--- config.mk ---
export PLATFORM = sky130hd
export DESIGN_NAME = ex_mem_stage_flat
export DESIGN_NICKNAME = d
export VERILOG_FILES = /design/src/rtl/ex_mem_stage_pkg.sv /design/src/rtl/ex_mem_stage_if.sv /design/src/rtl/ex_mem_stage_sat_counter.sv /design/src/rtl/ex_mem_stage.sv /design/src/flat_wrapper.sv
export SDC_FILE = /design/constraint.sdc
export NUM_CORES = 1
export LEC_CHECK = 0
export ABC_AREA = 0
export CORE_MARGIN = 3
export CORE_UTILIZATION = 43
export DETAILED_ROUTE_END_ITERATION = 16
export HOLD_SLACK_MARGIN = 0.05
export PLACE_DENSITY = 0.92
export RECOVER_POWER = 50
export SLEW_MARGIN = 30
export SYNTH_ARGS = -nofsm -noshare
export SYNTH_HDL_FRONTEND = slang
export SYNTH_SLANG_ARGS = --single-unit
--- constraint.sdc ---
create_clock -name clk -period 6.2 [get_ports clk]
set_clock_uncertainty 0.1 [all_clocks]
set_input_delay 0.62 -clock clk [delete_from_list [all_inputs] [get_ports clk]]
set_output_delay 0.62 -clock clk [all_outputs]
set_load 0.05 [all_outputs]
--- src/rtl/ex_mem_stage_pkg.sv ---
// ex_mem_stage_pkg
// Shared pipeline control-bit layout used by the EX/MEM stage and its users.
// PIPE_CTRL_WIDTH control bits are carried as one packed vector; the bit
// indices below name each position.
package ex_mem_stage_pkg;

    localparam int PIPE_CTRL_WIDTH = 4;

    localparam int MEM_READ   = 0;
    localparam int MEM_WRITE  = 1;
    localparam int REG_WRITE  = 2;
    localparam int MEM_TO_REG = 3;

    // Control bits of an invalid instruction must never reach MEM.
    function automatic logic [PIPE_CTRL_WIDTH-1:0] gate_ctrl(
        input logic                       valid,
        input logic [PIPE_CTRL_WIDTH-1:0] ctrl
    );
        return valid ? ctrl : '0;
    endfunction

endpackage

--- src/rtl/ex_mem_stage_if.sv ---
// ex_mem_if
// Bundles the hazard controls, the EX-side inputs and the MEM-side outputs of
// the EX/MEM pipeline register.
//   master : the surrounding pipeline (drives stall/flush and ex_*)
//   slave  : the ex_mem_stage block (drives mem_*, redirect and counters)
interface ex_mem_if #(
    parameter int LEN          = 32,
    parameter int REG_ADDR_LEN = 5,
    parameter int CNT_LEN      = 16
);
    logic                    stall;
    logic                    flush;

    logic                    ex_valid;
    logic [LEN-1:0]          ex_alu_out;
    logic                    ex_alu_zero;
    logic [LEN-1:0]          ex_write_data;
    logic [REG_ADDR_LEN-1:0] ex_write_reg;
    logic [LEN-1:0]          ex_branch_pc;
    logic                    ex_branch;
    logic                    ex_mem_read;
    logic                    ex_mem_write;
    logic                    ex_reg_write;
    logic                    ex_mem_to_reg;

    logic                    mem_valid;
    logic [LEN-1:0]          mem_alu_out;
    logic [LEN-1:0]          mem_write_data;
    logic [LEN-1:0]          mem_branch_pc;
    logic [REG_ADDR_LEN-1:0] mem_write_reg;
    logic                    mem_mem_read;
    logic                    mem_mem_write;
    logic                    mem_reg_write;
    logic                    mem_mem_to_reg;

    logic                    pc_redirect;
    logic [LEN-1:0]          redirect_pc;
    logic [CNT_LEN-1:0]      cnt_branch_taken;
    logic [CNT_LEN-1:0]      cnt_bubble;

    modport master (
        output stall, flush,
        output ex_valid, ex_alu_out, ex_alu_zero, ex_write_data, ex_write_reg,
               ex_branch_pc, ex_branch, ex_mem_read, ex_mem_write,
               ex_reg_write, ex_mem_to_reg,
        input  mem_valid, mem_alu_out, mem_write_data, mem_branch_pc,
               mem_write_reg, mem_mem_read, mem_mem_write, mem_reg_write,
               mem_mem_to_reg, pc_redirect, redirect_pc,
               cnt_branch_taken, cnt_bubble
    );

    modport slave (
        input  stall, flush,
        input  ex_valid, ex_alu_out, ex_alu_zero, ex_write_data, ex_write_reg,
               ex_branch_pc, ex_branch, ex_mem_read, ex_mem_write,
               ex_reg_write, ex_mem_to_reg,
        output mem_valid, mem_alu_out, mem_write_data, mem_branch_pc,
               mem_write_reg, mem_mem_read, mem_mem_write, mem_reg_write,
               mem_mem_to_reg, pc_redirect, redirect_pc,
               cnt_branch_taken, cnt_bubble
    );

endinterface

--- src/rtl/ex_mem_stage_sat_counter.sv ---
// sat_counter
// Event counter that adds one per cycle with inc = 1 and sticks at all-ones.
// Ports: clk, reset (sync, active-high, clears count), inc, count.
module sat_counter #(
    parameter int CNT_LEN = 16
) (
    input  logic               clk,
    input  logic               reset,
    input  logic               inc,
    output logic [CNT_LEN-1:0] count
);

    function automatic logic [CNT_LEN-1:0] sat_inc(input logic [CNT_LEN-1:0] v);
        return (&v) ? v : v + CNT_LEN'(1);
    endfunction

    always_ff @(posedge clk) begin
        if (reset) begin
            count <= '0;
        end else if (inc) begin
            count <= sat_inc(count);
        end
    end

endmodule

--- src/rtl/ex_mem_stage.sv ---
// ex_mem_stage
// EX/MEM pipeline register. Captures the EX-stage result, store data,
// destination register, branch target and control bits; resolves beq from the
// ALU zero flag and redirects the PC one cycle after capture; keeps saturating
// debug counters of taken branches and bubble cycles.
// Ports:
//   clk, reset : clock and synchronous active-high reset
//   bus        : ex_mem_if.slave (stall/flush, ex_* inputs, mem_* outputs,
//                pc_redirect/redirect_pc, cnt_branch_taken/cnt_bubble)
// Update priority on each edge: reset > flush > stall > load.
module ex_mem_stage
    import ex_mem_stage_pkg::*;
#(
    parameter int LEN          = 32,
    parameter int REG_ADDR_LEN = 5,
    parameter int CNT_LEN      = 16
) (
    input  logic     clk,
    input  logic     reset,
    ex_mem_if.slave  bus
);

    logic                       vld_p1;
    logic [LEN-1:0]             alu_out_p1;
    logic [LEN-1:0]             write_data_p1;
    logic [LEN-1:0]             branch_pc_p1;
    logic [REG_ADDR_LEN-1:0]    write_reg_p1;
    logic [PIPE_CTRL_WIDTH-1:0] ctrl_p1;
    logic                       taken_q;

    logic [PIPE_CTRL_WIDTH-1:0] ctrl_in;
    logic                       branch_taken_in;
    logic                       load;
    logic                       inc_taken;
    logic                       inc_bubble;

    always_comb begin
        ctrl_in             = '0;
        ctrl_in[MEM_READ]   = bus.ex_mem_read;
        ctrl_in[MEM_WRITE]  = bus.ex_mem_write;
        ctrl_in[REG_WRITE]  = bus.ex_reg_write;
        ctrl_in[MEM_TO_REG] = bus.ex_mem_to_reg;
    end

    assign branch_taken_in = bus.ex_valid & bus.ex_branch & bus.ex_alu_zero;
    assign load            = ~bus.flush & ~bus.stall;

    // Bubble = next mem_valid is 0 on a non-held edge. A flush wins over stall,
    // so a flush always counts even when stall is also high.
    assign inc_taken  = ~reset & load & branch_taken_in;
    assign inc_bubble = ~reset & (bus.flush | (load & ~bus.ex_valid));

    // EX -> MEM boundary
    always_ff @(posedge clk) begin
        if (reset || bus.flush) begin
            vld_p1        <= 1'b0;
            alu_out_p1    <= '0;
            write_data_p1 <= '0;
            branch_pc_p1  <= '0;
            write_reg_p1  <= '0;
            ctrl_p1       <= '0;
            taken_q       <= 1'b0;
        end else if (!bus.stall) begin
            vld_p1        <= bus.ex_valid;
            alu_out_p1    <= bus.ex_alu_out;
            write_data_p1 <= bus.ex_write_data;
            branch_pc_p1  <= bus.ex_branch_pc;
            write_reg_p1  <= bus.ex_write_reg;
            ctrl_p1       <= gate_ctrl(bus.ex_valid, ctrl_in);
            taken_q       <= branch_taken_in;
        end
    end

    sat_counter #(.CNT_LEN(CNT_LEN)) u_cnt_taken (
        .clk   (clk),
        .reset (reset),
        .inc   (inc_taken),
        .count (bus.cnt_branch_taken)
    );

    sat_counter #(.CNT_LEN(CNT_LEN)) u_cnt_bubble (
        .clk   (clk),
        .reset (reset),
        .inc   (inc_bubble),
        .count (bus.cnt_bubble)
    );

    assign bus.mem_valid      = vld_p1;
    assign bus.mem_alu_out    = alu_out_p1;
    assign bus.mem_write_data = write_data_p1;
    assign bus.mem_branch_pc  = branch_pc_p1;
    assign bus.mem_write_reg  = write_reg_p1;
    assign bus.mem_mem_read   = ctrl_p1[MEM_READ];
    assign bus.mem_mem_write  = ctrl_p1[MEM_WRITE];
    assign bus.mem_reg_write  = ctrl_p1[REG_WRITE];
    assign bus.mem_mem_to_reg = ctrl_p1[MEM_TO_REG];

    // Redirect comes straight from the flop; the hazard unit squashes EX.
    assign bus.pc_redirect    = taken_q;
    assign bus.redirect_pc    = branch_pc_p1;

endmodule
--- src/flat_wrapper.sv ---
// flat-port wrapper written by rule: the top's interface ports become plain ports
module ex_mem_stage_flat import ex_mem_stage_pkg::*;
#(
    parameter int LEN          = 32,
    parameter int REG_ADDR_LEN = 5,
    parameter int CNT_LEN      = 16
)
  (clk, reset, bus_stall, bus_flush, bus_ex_valid, bus_ex_alu_out, bus_ex_alu_zero, bus_ex_write_data, bus_ex_write_reg, bus_ex_branch_pc, bus_ex_branch, bus_ex_mem_read, bus_ex_mem_write, bus_ex_reg_write, bus_ex_mem_to_reg, bus_mem_valid, bus_mem_alu_out, bus_mem_write_data, bus_mem_branch_pc, bus_mem_write_reg, bus_mem_mem_read, bus_mem_mem_write, bus_mem_reg_write, bus_mem_mem_to_reg, bus_pc_redirect, bus_redirect_pc, bus_cnt_branch_taken, bus_cnt_bubble);
  ex_mem_if #(.LEN(LEN), .REG_ADDR_LEN(REG_ADDR_LEN), .CNT_LEN(CNT_LEN)) bus_i ();
  input  logic clk;
  input  logic reset;
  input wire logic [$bits(bus_i.stall)-1:0] bus_stall;
  input wire logic [$bits(bus_i.flush)-1:0] bus_flush;
  input wire logic [$bits(bus_i.ex_valid)-1:0] bus_ex_valid;
  input wire logic [$bits(bus_i.ex_alu_out)-1:0] bus_ex_alu_out;
  input wire logic [$bits(bus_i.ex_alu_zero)-1:0] bus_ex_alu_zero;
  input wire logic [$bits(bus_i.ex_write_data)-1:0] bus_ex_write_data;
  input wire logic [$bits(bus_i.ex_write_reg)-1:0] bus_ex_write_reg;
  input wire logic [$bits(bus_i.ex_branch_pc)-1:0] bus_ex_branch_pc;
  input wire logic [$bits(bus_i.ex_branch)-1:0] bus_ex_branch;
  input wire logic [$bits(bus_i.ex_mem_read)-1:0] bus_ex_mem_read;
  input wire logic [$bits(bus_i.ex_mem_write)-1:0] bus_ex_mem_write;
  input wire logic [$bits(bus_i.ex_reg_write)-1:0] bus_ex_reg_write;
  input wire logic [$bits(bus_i.ex_mem_to_reg)-1:0] bus_ex_mem_to_reg;
  output wire logic [$bits(bus_i.mem_valid)-1:0] bus_mem_valid;
  output wire logic [$bits(bus_i.mem_alu_out)-1:0] bus_mem_alu_out;
  output wire logic [$bits(bus_i.mem_write_data)-1:0] bus_mem_write_data;
  output wire logic [$bits(bus_i.mem_branch_pc)-1:0] bus_mem_branch_pc;
  output wire logic [$bits(bus_i.mem_write_reg)-1:0] bus_mem_write_reg;
  output wire logic [$bits(bus_i.mem_mem_read)-1:0] bus_mem_mem_read;
  output wire logic [$bits(bus_i.mem_mem_write)-1:0] bus_mem_mem_write;
  output wire logic [$bits(bus_i.mem_reg_write)-1:0] bus_mem_reg_write;
  output wire logic [$bits(bus_i.mem_mem_to_reg)-1:0] bus_mem_mem_to_reg;
  output wire logic [$bits(bus_i.pc_redirect)-1:0] bus_pc_redirect;
  output wire logic [$bits(bus_i.redirect_pc)-1:0] bus_redirect_pc;
  output wire logic [$bits(bus_i.cnt_branch_taken)-1:0] bus_cnt_branch_taken;
  output wire logic [$bits(bus_i.cnt_bubble)-1:0] bus_cnt_bubble;
  assign bus_i.stall = bus_stall;
  assign bus_i.flush = bus_flush;
  assign bus_i.ex_valid = bus_ex_valid;
  assign bus_i.ex_alu_out = bus_ex_alu_out;
  assign bus_i.ex_alu_zero = bus_ex_alu_zero;
  assign bus_i.ex_write_data = bus_ex_write_data;
  assign bus_i.ex_write_reg = bus_ex_write_reg;
  assign bus_i.ex_branch_pc = bus_ex_branch_pc;
  assign bus_i.ex_branch = bus_ex_branch;
  assign bus_i.ex_mem_read = bus_ex_mem_read;
  assign bus_i.ex_mem_write = bus_ex_mem_write;
  assign bus_i.ex_reg_write = bus_ex_reg_write;
  assign bus_i.ex_mem_to_reg = bus_ex_mem_to_reg;
  assign bus_mem_valid = bus_i.mem_valid;
  assign bus_mem_alu_out = bus_i.mem_alu_out;
  assign bus_mem_write_data = bus_i.mem_write_data;
  assign bus_mem_branch_pc = bus_i.mem_branch_pc;
  assign bus_mem_write_reg = bus_i.mem_write_reg;
  assign bus_mem_mem_read = bus_i.mem_mem_read;
  assign bus_mem_mem_write = bus_i.mem_mem_write;
  assign bus_mem_reg_write = bus_i.mem_reg_write;
  assign bus_mem_mem_to_reg = bus_i.mem_mem_to_reg;
  assign bus_pc_redirect = bus_i.pc_redirect;
  assign bus_redirect_pc = bus_i.redirect_pc;
  assign bus_cnt_branch_taken = bus_i.cnt_branch_taken;
  assign bus_cnt_bubble = bus_i.cnt_bubble;
  ex_mem_stage #(.LEN(LEN), .REG_ADDR_LEN(REG_ADDR_LEN), .CNT_LEN(CNT_LEN)) u_core (.clk(clk), .reset(reset), .bus(bus_i));
endmodule
### After elaboration in Yosys (flattened, before gate mapping)

Index checks and enable logic that the tools add are counted.

* bits in read-only memories: 0
* bits in latches: 0
* flip-flop bits (word level): 139
* input bits: 112
* output and inout port bits: 171
* memories kept: 0
* logic and storage cells: 31
* RAM bits: 0

* multiplexer cells: 1
* reductions and logical operators: 5
* equality and inequality tests: 0
* $lt $le $gt $ge: 0
* add/subtract/negate cells: 2
* bitwise gates (word level): 14
* $mul: 0
* shift-type cells: 0
* divide/modulo/power cells: 0

Operators with widths (count)
* $add 16x1->16 const B: 2
* $reduce_and 16->1: 2
* $and 1x1->1: 7
* $not 1->1: 6
* $mux 4: 1
* $reduce_and 2->1: 2
* $logic_or 1x1->1: 1
* $or 1x1->1: 1

### Logic depth before layout (Yosys ltp)

Gate-level depths: netlist of the first run.

* depth after elaboration: 6
* gate-level depth with buffers: 6
* gate-level depth less buffers: 5

### Cells and area by module

Synthesis of the first run repeated with hierarchy kept, for this count alone.

* cell total of the unflattened synthesis: 579
* area, all modules: 5719.2 um^2

Modules (own cells, without submodules)
* ex_mem_stage: cells an instance 387, area an instance 4052.6 um^2, seq. area each 2142.1 um^2, times used 1
* sat_counter: cells an instance 96, area an instance 833.3 um^2, seq. area each 320.3 um^2, times used 2

### Worst setup path before layout of the first run

OpenSTA, ideal clock, no wires.

* kind: register -> register
* start point: register u_core.u_cnt_taken.count[0]
* end point: register u_core.u_cnt_taken.count[1]
* cell stages (with the launch flop): 7
* library setup time: 0.070 ns
* path buffers: 1
* path slack: 3.760 ns
* arrival: 2.270 ns
* data required time: 6.030 ns
* clock period less this slack: 2.440 ns
* cells stage by stage: dfxtp_1 -> ha_1 -> nand4_1 -> nor4_1 -> clkbuf_1 -> o21ai_0 -> a21oi_1

* cells in the longest elaborated chain, start to end: 3
* elaborated cells on any way between the ends: 4
* those cells by class: add/sub (1); bitwise (1); reduce/logical (2)

Ends and longest elaborated chain
* start, declared: RTL line ex_mem_stage_sat_counter.sv:10 `output logic [CNT_LEN-1:0] count`
* start signal, assigned: RTL line ex_mem_stage_sat_counter.sv:21 `count <= sat_inc(count);`
* parallel branches: the longest is 3 deep, another holds $add 16x1->16

Parallel ways; which one is timed is not known.
A chain may end at the register's enable or synchronous reset.

### Worst setup path in the final report of the first run

* start point: input port reset
* end point: register u_core.branch_pc_p1[26], in the netlist u_core.bus.mem_branch_pc[26]

* cells in the longest elaborated chain, start to end: 1

Ends and longest elaborated chain
* start, declared: RTL line flat_wrapper.sv:11 `input logic reset;`
* $logic_or 1x1->1: RTL line ex_mem_stage.sv:55 `if (reset || bus.flush) begin`
* end signal, assigned: RTL line ex_mem_stage.sv:67 `branch_pc_p1 <= bus.ex_branch_pc;`
* end, declared: RTL line ex_mem_stage.sv:26 `logic [LEN-1:0] branch_pc_p1;`

No other way between the ends.

==> metrics.log, run 1 <==
INFO  metric outcome = finished, final reports clean
INFO  metric netlist.top_cell.by_area = sky130_fd_sc_hd__dfxtp_1
INFO  metric drc = 0
INFO  metric num_vias = 5102
INFO  metric dp_hpwl = 12700 µm
INFO  metric total_die_area = 0.0144 mm²
INFO  metric h-tree-depth = 4
INFO  metric grt_pass1_wl = 27300 µm
INFO  metric fp.coreArea = 0.0127 mm²
INFO  metric num-fill-cells = 890
INFO  metric fin_setup_tns = 0 ns
INFO  metric post_drt_via_cell_ratio = 5.13
INFO  metric drt_first_pass_iters = 4
INFO  metric mostFrequentLayoutCells = 182 x sky130_fd_sc_hd__clkdlybuf4s50_1, 139 x sky130_fd_sc_hd__dfxtp_1, 115 x sky130_fd_sc_hd__nor2_1
INFO  metric synth_compound_area_share = 7.02%
INFO  metric largest_delay_share_family_worst_path = buffers and inverters
INFO  metric avgRoutedWirePerCell = 18.1 µm
INFO  metric start_kind = input pin
INFO  metric place_worst_setup_slack = 3.00 ns
INFO  metric yosys.area_share.adder = 0.447%
INFO  metric synth_area_leaders = sky130_fd_sc_hd__dfxtp_1 50%, sky130_fd_sc_hd__mux2i_1 18%, sky130_fd_sc_hd__nor2_1 7.7%, sky130_fd_sc_hd__buf_4 4.3%, sky130_fd_sc_hd__or4_1 1.7%
INFO  metric r2r_setup_slack = 3.92 ns
INFO  metric max_stage_delay = 1.04 ns
INFO  metric post_synth_inst_count = 572
INFO  metric clk_latency = 0.41 ns
INFO  metric post_cts_resized = 0
INFO  metric totalWireLength = 18000 µm
INFO  metric worst_ep_required_time = 6.37 ns
INFO  metric grt_antenna_before_repair = 0
INFO  metric critical_path.max_fanout = 62
INFO  metric clock-root-buffer = sky130_fd_sc_hd__clkbuf_16
INFO  metric worst-setup-path-type = input pin to flip-flop
INFO  metric drt-initial-drc-count = 367
INFO  metric final-max-slew-violation-count = 0
INFO  metric synth_nets = 686
INFO  metric cts_inserted_buffers = 17
INFO  metric report.final.hold_viol_count = 0
INFO  metric core.rowCount = 41
INFO  metric layout-drive-gt1-share = 5.47%
INFO  metric end_of_flow_core_utilization = 70.3%
INFO  metric antenna_left = 0
INFO  metric post_synth_xor_area_fraction = 0%
INFO  metric crit_chain = dlygate4sd3_1 > clkbuf_1 > or2_4 > buf_4 > nor2_1
INFO  metric critPathCaptureType = flip-flop
INFO  metric cts-root-to-sink-buffers = 2
INFO  metric portBuffers = 282
INFO  metric grt_pass1_vias = 5080
INFO  metric globalplace.congestion = 0.825
INFO  metric grt.total_usage = 24.2%
INFO  metric path_buf_inv = 3
INFO  metric leakage = 0.00374 µW
INFO  metric ff_latch_area = 0.00278 mm²
INFO  metric power.density = 259 mW/mm²
INFO  metric multi_input_comb_area = 0.00244 mm²
INFO  metric postCtsHoldBufs = 0
INFO  metric synth-simple-area-share = 16.4%
INFO  metric synth_sequential_area_ratio = 49.7%
INFO  metric finalCriticalPeriod = 3.51 ns
INFO  metric antenna-diode-count = 0
INFO  metric main_combinational_cell_family_by_area_after_synthesis = multiplexers
INFO  metric synth_top_area_share = 49.7%
INFO  metric fmax = 0.285 GHz
INFO  metric drv.max_cap_violation_count = 0
INFO  metric cts_num_sinks = 139
INFO  metric mostFrequentLayoutCell = sky130_fd_sc_hd__clkdlybuf4s50_1
INFO  metric synth-seq-cells = 139
INFO  metric synth_area = 0.00560 mm²
INFO  metric post_synth_mux_area_share = 19.4%
INFO  metric timing.critical_path.slowest_stage_cell = sky130_fd_sc_hd__clkbuf_1
INFO  metric slew-limit-headroom = 4.01%
INFO  metric grt-ovfl-total = 0
INFO  metric cts_tree = yes
INFO  metric nNetsFinal = 924
INFO  metric die_y = 120 µm
INFO  metric maximum_number_of_pins_on_one_net_before_global_route_repair = 63
INFO  metric avgSynthCellArea = 9.79 µm²
INFO  metric timing.final.ws_setup = 2.69 ns
INFO  metric post-cts-setup-buffer-count = 0
INFO  metric cts.clk_slew.worst_paths = 0.05 ns
INFO  metric vdd.ir_drop.worst = 0.168 mV
INFO  metric type_of_the_most_critical_hold_path = flip-flop to flip-flop
INFO  metric layout_overhead_on_the_synthesized_area = 59.1%
INFO  metric synth_warnings = 0
INFO  metric io-pin-count = 283
INFO  metric finalCritPeriodShare = 56.6%
INFO  metric worstMarginPinSlew = 1.44 ns
INFO  metric finalSetupViolCount = 0
INFO  metric floorplan.die.width = 120 µm
INFO  metric initial_util = 44.2%
INFO  metric synthDistinctLibCells = 36
INFO  metric crit_arrival = 3.67 ns
INFO  metric grt_setup_unrepaired = no
==> synthesized netlist by cell type <==
library cell,n
sky130_fd_sc_hd__o311ai_0,6
sky130_fd_sc_hd__ha_1,2
sky130_fd_sc_hd__o21bai_1,2
sky130_fd_sc_hd__clkinv_1,1
sky130_fd_sc_hd__a21oi_1,18
sky130_fd_sc_hd__or3b_2,1
sky130_fd_sc_hd__o31ai_1,11
sky130_fd_sc_hd__o21ai_0,5
sky130_fd_sc_hd__nand3_1,7
sky130_fd_sc_hd__nand4b_1,1
sky130_fd_sc_hd__and3_1,2
sky130_fd_sc_hd__buf_1,6
sky130_fd_sc_hd__or4_1,13
sky130_fd_sc_hd__nor4_1,7
sky130_fd_sc_hd__o41ai_1,6
sky130_fd_sc_hd__or2_2,4
sky130_fd_sc_hd__mux2_2,6
sky130_fd_sc_hd__and4_1,3
sky130_fd_sc_hd__nor2_1,115
sky130_fd_sc_hd__buf_2,5
sky130_fd_sc_hd__and2_1,2
sky130_fd_sc_hd__nor3_1,2
sky130_fd_sc_hd__o311a_1,2
sky130_fd_sc_hd__mux2i_1,102
sky130_fd_sc_hd__nand4_1,13
sky130_fd_sc_hd__or3_1,4
sky130_fd_sc_hd__or2_1,1
sky130_fd_sc_hd__buf_4,32
sky130_fd_sc_hd__a22oi_1,4
sky130_fd_sc_hd__o21a_1,2
sky130_fd_sc_hd__nor2b_1,7
sky130_fd_sc_hd__nand2_1,14
sky130_fd_sc_hd__inv_1,2
sky130_fd_sc_hd__o21ba_1,1
sky130_fd_sc_hd__dfxtp_1,139
sky130_fd_sc_hd__clkbuf_1,24
==> worst min-delay path: cells and delay by family (launching register included) <==
kind	cells	cell delay [ns]
and+or+nand+nor	1	0.06
AOI/OAI and AO/OA	1	0.05
DFF	1	0.30
==> report_power, final <==
part / leakage (µW) / internal (µW) / switching, µW
Clock: 0.000296 / 671 / 360
Combinational: 0.00232 / 144 / 196
Sequential: 0.00113 / 919 / 17.4
==> per-layer routing <==
| metal | wire, µm | share of wire (%) | up-vias | track usage (%) |
|---|---|---|---|---|
| met5 | 0 | 0 | - | 0 |
| met4 | 500 | 2.8 | 0 | 9.88 |
| met3 | 1240 | 6.9 | 36 | 7.30 |
| met2 | 9090 | 51 | 210 | 42.5 |
| met1 | 7160 | 40 | 2393 | 27.4 |
| li1 | - | - | 2463 | - |
==> area by class of cell <==
cell class                      instances  share of cell area [%]
Clock inverter                          7                    1.26
Multi-Input combinational cell        363                    27.4
Inverter                                3                   0.126
Clock buffer                           24                    5.52
Tap cell                              172                    2.42
Timing Repair Buffer                  286                    32.0
Sequential cell                       139                    31.2
==> metrics by stage <==
step	cell area (µm²)	hold slack [ns]	total power, µW	instances
after detailed placement	8310	0.355	1300	963
after CTS	8910	0.364	2340	994
after floorplan	5600	0.593	1160	572
after global placement	8300	0.353	1290	963
after global routing	8910	0.399	2380	994
final	8910	0.359	2310	994
==> worst paths after layout <==
kind / start / cells past startpoint / endpoint
max reg2reg: u_core.u_cnt_taken.count[0] / 5 / u_core.u_cnt_taken.count[14]
min reg2reg: u_core.bus.pc_redirect / 2 / u_core.bus.pc_redirect
max: reset / 5 / u_core.bus.mem_branch_pc[26]
min: u_core.bus.pc_redirect / 2 / u_core.bus.pc_redirect
==> cells by family (layout without fill, tap and decap cells) <==
kind of cell               Yosys count  after routing
buffers and inverters               70            320
DFF                                139            139
and+or+nand+nor                    196            196
muxes                              108            108
adders and majority gates            2              2
AOI/OAI and AO/OA                   57             57
Power figures use the tool's default switching activity.
==> run 2, diff against run 1 <==
--- a/config.mk
+++ b/config.mk
@@ -7,10 +7,10 @@
 export LEC_CHECK = 0
 export ABC_AREA = 0
 export CORE_MARGIN = 3
-export CORE_UTILIZATION = 43
+export CORE_UTILIZATION = 36
 export DETAILED_ROUTE_END_ITERATION = 16
 export HOLD_SLACK_MARGIN = 0.05
-export PLACE_DENSITY = 0.92
+export PLACE_DENSITY = 0.83
 export RECOVER_POWER = 50
 export SLEW_MARGIN = 30
 export SYNTH_ARGS = -nofsm -noshare
==> constraint.sdc (replaced) <==
create_clock -name clk -period 2.8 [get_ports clk]
set_clock_uncertainty 0.1 [all_clocks]
set_input_delay 0.28 -clock clk [delete_from_list [all_inputs] [get_ports clk]]
set_output_delay 0.28 -clock clk [all_outputs]
set_load 0.05 [all_outputs]
==> metrics.log, run 2 (synthesized netlist as in run 1, its figures left out) <==
INFO  metric worstMarginPinSlew = 1.35 ns (was 1.44 ns)
INFO  metric die_y = 131 µm (was 120 µm)
INFO  metric timing.critical_path.slowest_stage_cell = sky130_fd_sc_hd__dlygate4sd3_1 (was sky130_fd_sc_hd__clkbuf_1)
INFO  metric leakage = 0.00356 µW (was 0.00374 µW)
INFO  metric globalplace.congestion = 0.805 (was 0.825)
INFO  metric crit_arrival = 2.59 ns (was 3.67 ns)
INFO  metric switching_component_of_the_power = 1310 µW (was 574 µW)
INFO  metric critPathCaptureType = flip-flop (unchanged)
INFO  metric grt.total_usage = 19.1% (was 24.2%)
INFO  metric cts.clk_slew.worst_paths = 0.06 ns (was 0.05 ns)
INFO  metric drc = 0 (unchanged)
INFO  metric finalCriticalPeriod = 2.39 ns
INFO  metric outcome = finished, final reports clean (unchanged)
INFO  metric type_of_the_most_critical_hold_path = input pin to flip-flop (was flip-flop to flip-flop)
INFO  metric antenna_left = 0 (unchanged)
INFO  metric start_kind = input pin (unchanged)
INFO  metric grt_antenna_before_repair = 0 (unchanged)
INFO  metric share_comb_of_total_power = 14.6% (was 14.7%)
INFO  metric largest_delay_share_family_worst_path = simple AND/OR/NAND/NOR gates (was buffers and inverters)
INFO  metric mostFrequentLayoutCells = 238 x sky130_fd_sc_hd__clkdlybuf4s50_1, 139 x sky130_fd_sc_hd__dfxtp_1, 115 x sky130_fd_sc_hd__nor2_1 (was 182 x sky130_fd_sc_hd__clkdlybuf4s50_1, 139 x sky130_fd_sc_hd__dfxtp_1, 115 x sky130_fd_sc_hd__nor2_1)
INFO  metric grt_pass1_vias = 4699 (was 5080)
INFO  metric holdWs = 0.0863 ns (was 0.359 ns)
INFO  metric avgRoutedWirePerCell = 16.9 µm (was 18.1 µm)
INFO  metric floorplan.die.width = 131 µm (was 120 µm)
INFO  metric initial_util = 37.7% (was 44.2%)
INFO  metric postCtsHoldBufs = 0 (unchanged)
INFO  metric switching_share = 25.1% (was 24.9%)
INFO  metric totalWireLength = 17000 µm (was 18000 µm)
INFO  metric cts_tree = yes (unchanged)
INFO  metric layout-drive-gt1-share = 5.82% (was 5.47%)
INFO  metric end_of_flow_core_utilization = 60.3% (was 70.3%)
INFO  metric power.share.sequential = 39.8% (was 40.6%)
INFO  metric num_vias = 4963 (was 5102)
INFO  metric post_drt_via_cell_ratio = 4.92 (was 5.13)
INFO  metric max_stage_delay = 0.66 ns (was 1.04 ns)
INFO  metric crit_chain = dlygate4sd3_1 > nand4b_1 > or2_0 > nor4_1 > mux2_2 (was dlygate4sd3_1 > clkbuf_1 > or2_4 > buf_4 > nor2_1)
INFO  metric path_buf_inv = 1 (was 3)
INFO  metric core.rowCount = 44 (was 41)
INFO  metric grt_setup_unrepaired = no (unchanged)
INFO  metric layout_overhead_on_the_synthesized_area = 60.1% (was 59.1%)
INFO  metric maximum_number_of_pins_on_one_net_before_global_route_repair = 105 (was 63)
INFO  metric finalSetupViolCount = 0 (unchanged)
INFO  metric fmax = 0.419 GHz
INFO  metric slew-limit-headroom = 9.81% (was 4.01%)
INFO  metric dp_hpwl = 12400 µm (was 12700 µm)
INFO  metric final-max-slew-violation-count = 0 (unchanged)
INFO  metric clk_latency = 0.41 ns (about the same)
INFO  metric drt-initial-drc-count = 199 (was 367)
INFO  metric cts-root-to-sink-buffers = 2 (unchanged)
INFO  metric nNetsFinal = 927 (was 924)
INFO  metric power.total = 5200 µW (was 2310 µW)
INFO  metric report.final.hold_viol_count = 0 (unchanged)
INFO  metric clockPowerShare = 45.6% (was 44.7%)
INFO  metric drt_first_pass_iters = 4 (unchanged)
INFO  metric antenna-diode-count = 0 (unchanged)
INFO  metric clock-root-buffer = sky130_fd_sc_hd__clkbuf_16 (unchanged)
INFO  metric portBuffers = 282 (unchanged)
INFO  metric power.density = 580 mW/mm² (was 259 mW/mm²)
INFO  metric total_die_area = 0.0171 mm² (was 0.0144 mm²)
INFO  metric h-tree-depth = 4 (unchanged)
INFO  metric cts_inserted_buffers = 17 (unchanged)
INFO  metric cts_num_sinks = 139 (unchanged)
INFO  metric io-pin-count = 283 (unchanged)
INFO  metric fin_setup_tns = 0 ns (unchanged)
INFO  metric grt-ovfl-total = 0 (unchanged)
INFO  metric finalCritPeriodShare = 85.3%
INFO  metric post_cts_resized = 0 (unchanged)
INFO  metric worst_ep_required_time = 3.00 ns (was 6.37 ns)
INFO  metric mostFrequentLayoutCell = sky130_fd_sc_hd__clkdlybuf4s50_1 (unchanged)
INFO  metric critical_path.max_fanout = 21 (was 62)
INFO  metric vdd.ir_drop.worst = 0.377 mV (was 0.168 mV)
INFO  metric p_int = 3900 µW (was 1730 µW)
INFO  metric grt_pass1_wl = 25400 µm (was 27300 µm)
INFO  metric drv.max_cap_violation_count = 0 (unchanged)
INFO  metric post-cts-setup-buffer-count = 0 (unchanged)
INFO  metric worst-setup-path-type = input pin to flip-flop (unchanged)
INFO  metric fp.coreArea = 0.0149 mm² (was 0.0127 mm²)
run 2: per-stage QoR:
step / setup slack [ns] / instance area (µm²) / cells
3_5_place_dp: 0.298 / 8350 / 978
3_3_place_gp: 0.331 / 8350 / 978
5_1_grt: 0.337 / 8960 / 1009
2_1_floorplan: 0.360 / 5600 / 572
4_1_cts: 0.652 / 8970 / 1009
6_report: 0.412 / 8960 / 1009
run 2: power groups by stage:
| stage | combinational, µW | sequential, µW | clock [µW] |
|---|---|---|---|
| after floorplan | 257 | 2310 | 0 |
| after global placement | 765 | 2110 | 0 |
| after detailed placement | 770 | 2120 | 0 |
| after CTS | 774 | 2070 | 2430 |
| after global routing | 798 | 2080 | 2510 |
| final | 760 | 2070 | 2370 |
run 2: worst paths after layout:
check / start / to / slack, ns / depth (start not counted)
hold / removal: bus_stall / u_core.bus.mem_alu_out[22] / 0.09 / 3
setup / recovery: bus_ex_valid / u_core.u_cnt_taken.count[9] / 0.41 / 5
setup reg to reg: u_core.u_cnt_taken.count[0] / u_core.u_cnt_taken.count[14] / 0.64 / 5
hold reg to reg: u_core.bus.pc_redirect / u_core.bus.pc_redirect / 0.37 / 2
run 2: area by class of cell:
cell class | instances | area, µm²
fill | 1271 | 5900
timing repair buffer | 289 | 2880
sequential | 139 | 2780
multi-input combinational | 363 | 2430
clock buffer | 20 | 457
tap | 184 | 230
clock inverter | 11 | 169
inverter | 3 | 11.3
run 2: worst register-to-register path, delay by kind of cell (launching register included):
family	cells	cell delay [ns]
fa+ha+maj	1	0.26
compound gates	1	0.14
flops	1	0.38
simple gates	3	1.20
run 2: routing by layer:
metal	vias up	wire length, µm	GRT usage [%]
li1	2467	-	-
met1	2299	7080	23.3
met2	181	8450	32.2
met3	16	1270	5.69
met4	0	220	6.35
met5	-	0	0
==> run 3, diff against run 2 <==
==> constraint.sdc (replaced) <==
create_clock -name clk -period 2.1 [get_ports clk]
set_clock_uncertainty 0.1 [all_clocks]
set_input_delay 0.21 -clock clk [delete_from_list [all_inputs] [get_ports clk]]
set_output_delay 0.21 -clock clk [all_outputs]
set_load 0.05 [all_outputs]
==> metrics.log, run 3 (synthesized netlist as in run 1, its figures left out) <==
INFO  metric postCtsHoldBufs = 0 (unchanged)
INFO  metric crit_arrival = 1.72 ns (was 2.59 ns)
INFO  metric post_drt_via_cell_ratio = 4.89 (was 4.92)
INFO  metric num-fill-cells = 1232 (was 1271)
INFO  metric portBuffers = 282 (unchanged)
INFO  metric place_worst_setup_slack = -0.197 ns (was 0.298 ns)
INFO  metric fp.coreArea = 0.0149 mm² (unchanged)
INFO  metric final_cells = 1023 (was 1009)
INFO  metric p_int = 4980 µW (was 3900 µW)
INFO  metric start_kind = flip-flop (was input pin)
INFO  metric critical_path.max_fanout = 6 (was 21)
INFO  metric power.density = 741 mW/mm² (was 580 mW/mm²)
INFO  metric cts-root-to-sink-buffers = 2 (unchanged)
INFO  metric floorplan.die.width = 131 µm (unchanged)
INFO  metric type_of_the_most_critical_hold_path = input pin to flip-flop (unchanged)
INFO  metric leakage = 0.00360 µW (was 0.00356 µW)
INFO  metric clockPowerShare = 44.0% (was 45.6%)
INFO  metric finalCriticalPeriod = 2.03 ns
INFO  metric antenna_left = 0 (unchanged)
INFO  metric vdd.ir_drop.worst = 0.451 mV (was 0.377 mV)
INFO  metric cts_tree = yes (unchanged)
INFO  metric total_die_area = 0.0171 mm² (unchanged)
INFO  metric critPathCaptureType = output port (was flip-flop)
INFO  metric grt_setup_unrepaired = no (unchanged)
INFO  metric drc = 0 (unchanged)
INFO  metric largest_delay_share_family_worst_path = buffers and inverters (was simple AND/OR/NAND/NOR gates)
INFO  metric slew-limit-headroom = 25.4% (was 9.81%)
INFO  metric mostFrequentLayoutCells = 248 x sky130_fd_sc_hd__clkdlybuf4s50_1, 115 x sky130_fd_sc_hd__nor2_1, 114 x sky130_fd_sc_hd__dfxtp_1 (was 238 x sky130_fd_sc_hd__clkdlybuf4s50_1, 139 x sky130_fd_sc_hd__dfxtp_1, 115 x sky130_fd_sc_hd__nor2_1)
INFO  metric mostFrequentLayoutCell = sky130_fd_sc_hd__clkdlybuf4s50_1 (unchanged)
INFO  metric grt_pass1_wl = 24400 µm (was 25400 µm)
INFO  metric timing.final.ws_setup = 0.0747 ns (was 0.412 ns)
INFO  metric final-max-slew-violation-count = 0 (unchanged)
INFO  metric path_buf_inv = 2 (was 1)
INFO  metric io-pin-count = 283 (unchanged)
INFO  metric worstHoldPathCells = 3 (unchanged)
INFO  metric initial_util = 37.7% (unchanged)
INFO  metric placed_instances = 992 (was 978)
INFO  metric grt.total_usage = 17.9% (was 19.1%)
INFO  metric num_vias = 5004 (was 4963)
INFO  metric h-tree-depth = 4 (unchanged)
INFO  metric grt_antenna_before_repair = 0 (unchanged)
INFO  metric globalplace.congestion = 0.839 (was 0.805)
INFO  metric switching_component_of_the_power = 1750 µW (was 1310 µW)
INFO  metric worstMarginPinSlew = 1.12 ns (was 1.35 ns)
INFO  metric cts_num_sinks = 139 (unchanged)
INFO  metric worst-setup-path-type = flip-flop to output port (was input pin to flip-flop)
INFO  metric antenna-diode-count = 0 (unchanged)
INFO  metric place_area = 0.00852 mm² (was 0.00835 mm²)
INFO  metric drt_first_pass_iters = 4 (unchanged)
INFO  metric layout-drive-gt1-share = 10.6% (was 5.82%)
INFO  metric die_y = 131 µm (unchanged)
INFO  metric timing.reg2reg.worst_path_depth = 5 (unchanged)
INFO  metric finalCritPeriodShare = 96.4%
INFO  metric power.share.sequential = 40.9% (was 39.8%)
INFO  metric holdWs = 0.0893 ns (was 0.0863 ns)
INFO  metric report.final.hold_viol_count = 0 (unchanged)
INFO  metric clock-root-buffer = sky130_fd_sc_hd__clkbuf_16 (unchanged)
INFO  metric drt-initial-drc-count = 191 (was 199)
INFO  metric maximum_number_of_pins_on_one_net_before_global_route_repair = 109 (was 105)
INFO  metric timing.critical_path.slowest_stage_cell = sky130_fd_sc_hd__clkdlybuf4s50_1 (was sky130_fd_sc_hd__dlygate4sd3_1)
INFO  metric layout_overhead_on_the_synthesized_area = 62.3% (was 60.1%)
INFO  metric clk_latency = 0.40 ns (was 0.41 ns)
INFO  metric share_comb_of_total_power = 15.1% (was 14.6%)
INFO  metric fmax = 0.494 GHz
INFO  metric cts_inserted_buffers = 17 (unchanged)
INFO  metric fin_area = 0.00909 mm² (was 0.00896 mm²)
INFO  metric switching_share = 26.1% (was 25.1%)
INFO  metric outcome = finished, final reports clean (unchanged)
INFO  metric max_stage_delay = 0.81 ns (was 0.66 ns)
INFO  metric avgRoutedWirePerCell = 15.6 µm (was 16.9 µm)
INFO  metric nNetsFinal = 941 (was 927)
INFO  metric finalSetupViolCount = 0 (unchanged)
INFO  metric core.rowCount = 44 (unchanged)
INFO  metric cts.clk_slew.worst_paths = 0.06 ns (about the same)
INFO  metric worst_ep_required_time = 1.79 ns (was 3.00 ns)
INFO  metric grt_pass1_vias = 4815 (was 4699)
INFO  metric drv.max_cap_violation_count = 0 (unchanged)
INFO  metric crit_chain = buf_4 > clkdlybuf4s50_1 (was dlygate4sd3_1 > nand4b_1 > or2_0 > nor4_1 > mux2_2)
INFO  metric power.total = 6730 µW (was 5200 µW)
INFO  metric totalWireLength = 16000 µm (was 17000 µm)
INFO  metric cp.depth = 2 (was 5)
INFO  metric grt-ovfl-total = 0 (unchanged)
INFO  metric dp_hpwl = 11600 µm (was 12400 µm)
## run 3: cell count changes in the layout (fill, tap and decap cells not counted), sizes merged
| cell | previous run | this run |
|---|---|---|
| inv | 2 | 5 |
| dlygate4sd3 | 43 | 33 |
| clkinvlp | 4 | 3 |
| clkbuf | 23 | 25 |
| clkdlybuf4s50 | 238 | 248 |
| clkinv | 4 | 6 |
| buf | 5 | 15 |
| bufinv | 4 | 2 |
## run 3: routing by layer
metal | vias to the layer above | global-route usage (%) | share of wire (%)
met1 | 2290 | 21.5 | 40
li1 | 2501 | - | -
met2 | 197 | 29.8 | 50
met4 | 0 | 6.35 | 1.3
met5 | - | 0 | 0
met3 | 16 | 6.42 | 8.6
## run 3: path summary, 6_finish.rpt
kind	slack [ns]	from	to
worst max-delay path	0.07	u_core.u_cnt_bubble.count[7]	bus_cnt_bubble[7]
worst min-delay path	0.09	bus_stall	u_core.bus.pc_redirect
worst max register to register	0.15	u_core.u_cnt_taken.count[0]	u_core.u_cnt_taken.count[14]
worst min register to register	0.38	u_core.bus.pc_redirect	u_core.bus.pc_redirect
## run 3: worst min-delay path, stage by stage
cell,delay [ns]
sky130_fd_sc_hd__buf_6,0.08
sky130_fd_sc_hd__nand4b_1,0.16
sky130_fd_sc_hd__a21oi_1,0.08
## run 3: cell type report
class / count / area [µm²] / share of cell area [%]
tap: 184 / 230 / 2.53
inverter: 3 / 11.3 / 0.124
clock inverter: 13 / 141 / 1.56
sequential: 139 / 2830 / 31.1
multi-input combinational: 363 / 2440 / 26.9
timing repair buffer: 303 / 2980 / 32.8
clock buffer: 18 / 450 / 4.96
## run 3: through the flow
stage               TNS (ns)  util [%]
floorplan            -0.0105         -
global placement       -1.66      57.3
detailed placement     -3.00      57.3
CTS                        0      61.3
global route               0      61.1
finish                     0      61.1
## run 3: power groups by stage
stage | sequential, µW | combinational (µW) | clock [µW]
final | 2760 | 1010 | 2960
after global routing | 2770 | 1070 | 3150
after CTS | 2760 | 1030 | 3040
after detailed placement | 2810 | 1030 | 0
after global placement | 2810 | 1020 | 0
after floorplan | 3070 | 342 | 0
## run 3: what timing repair did
| item | CTS | global route |
|---|---|---|
| buffers inserted | 0 | 0 |
| gates resized for setup | 0 | 3 |
| endpoints found under the setup margin | 0 | 4 |
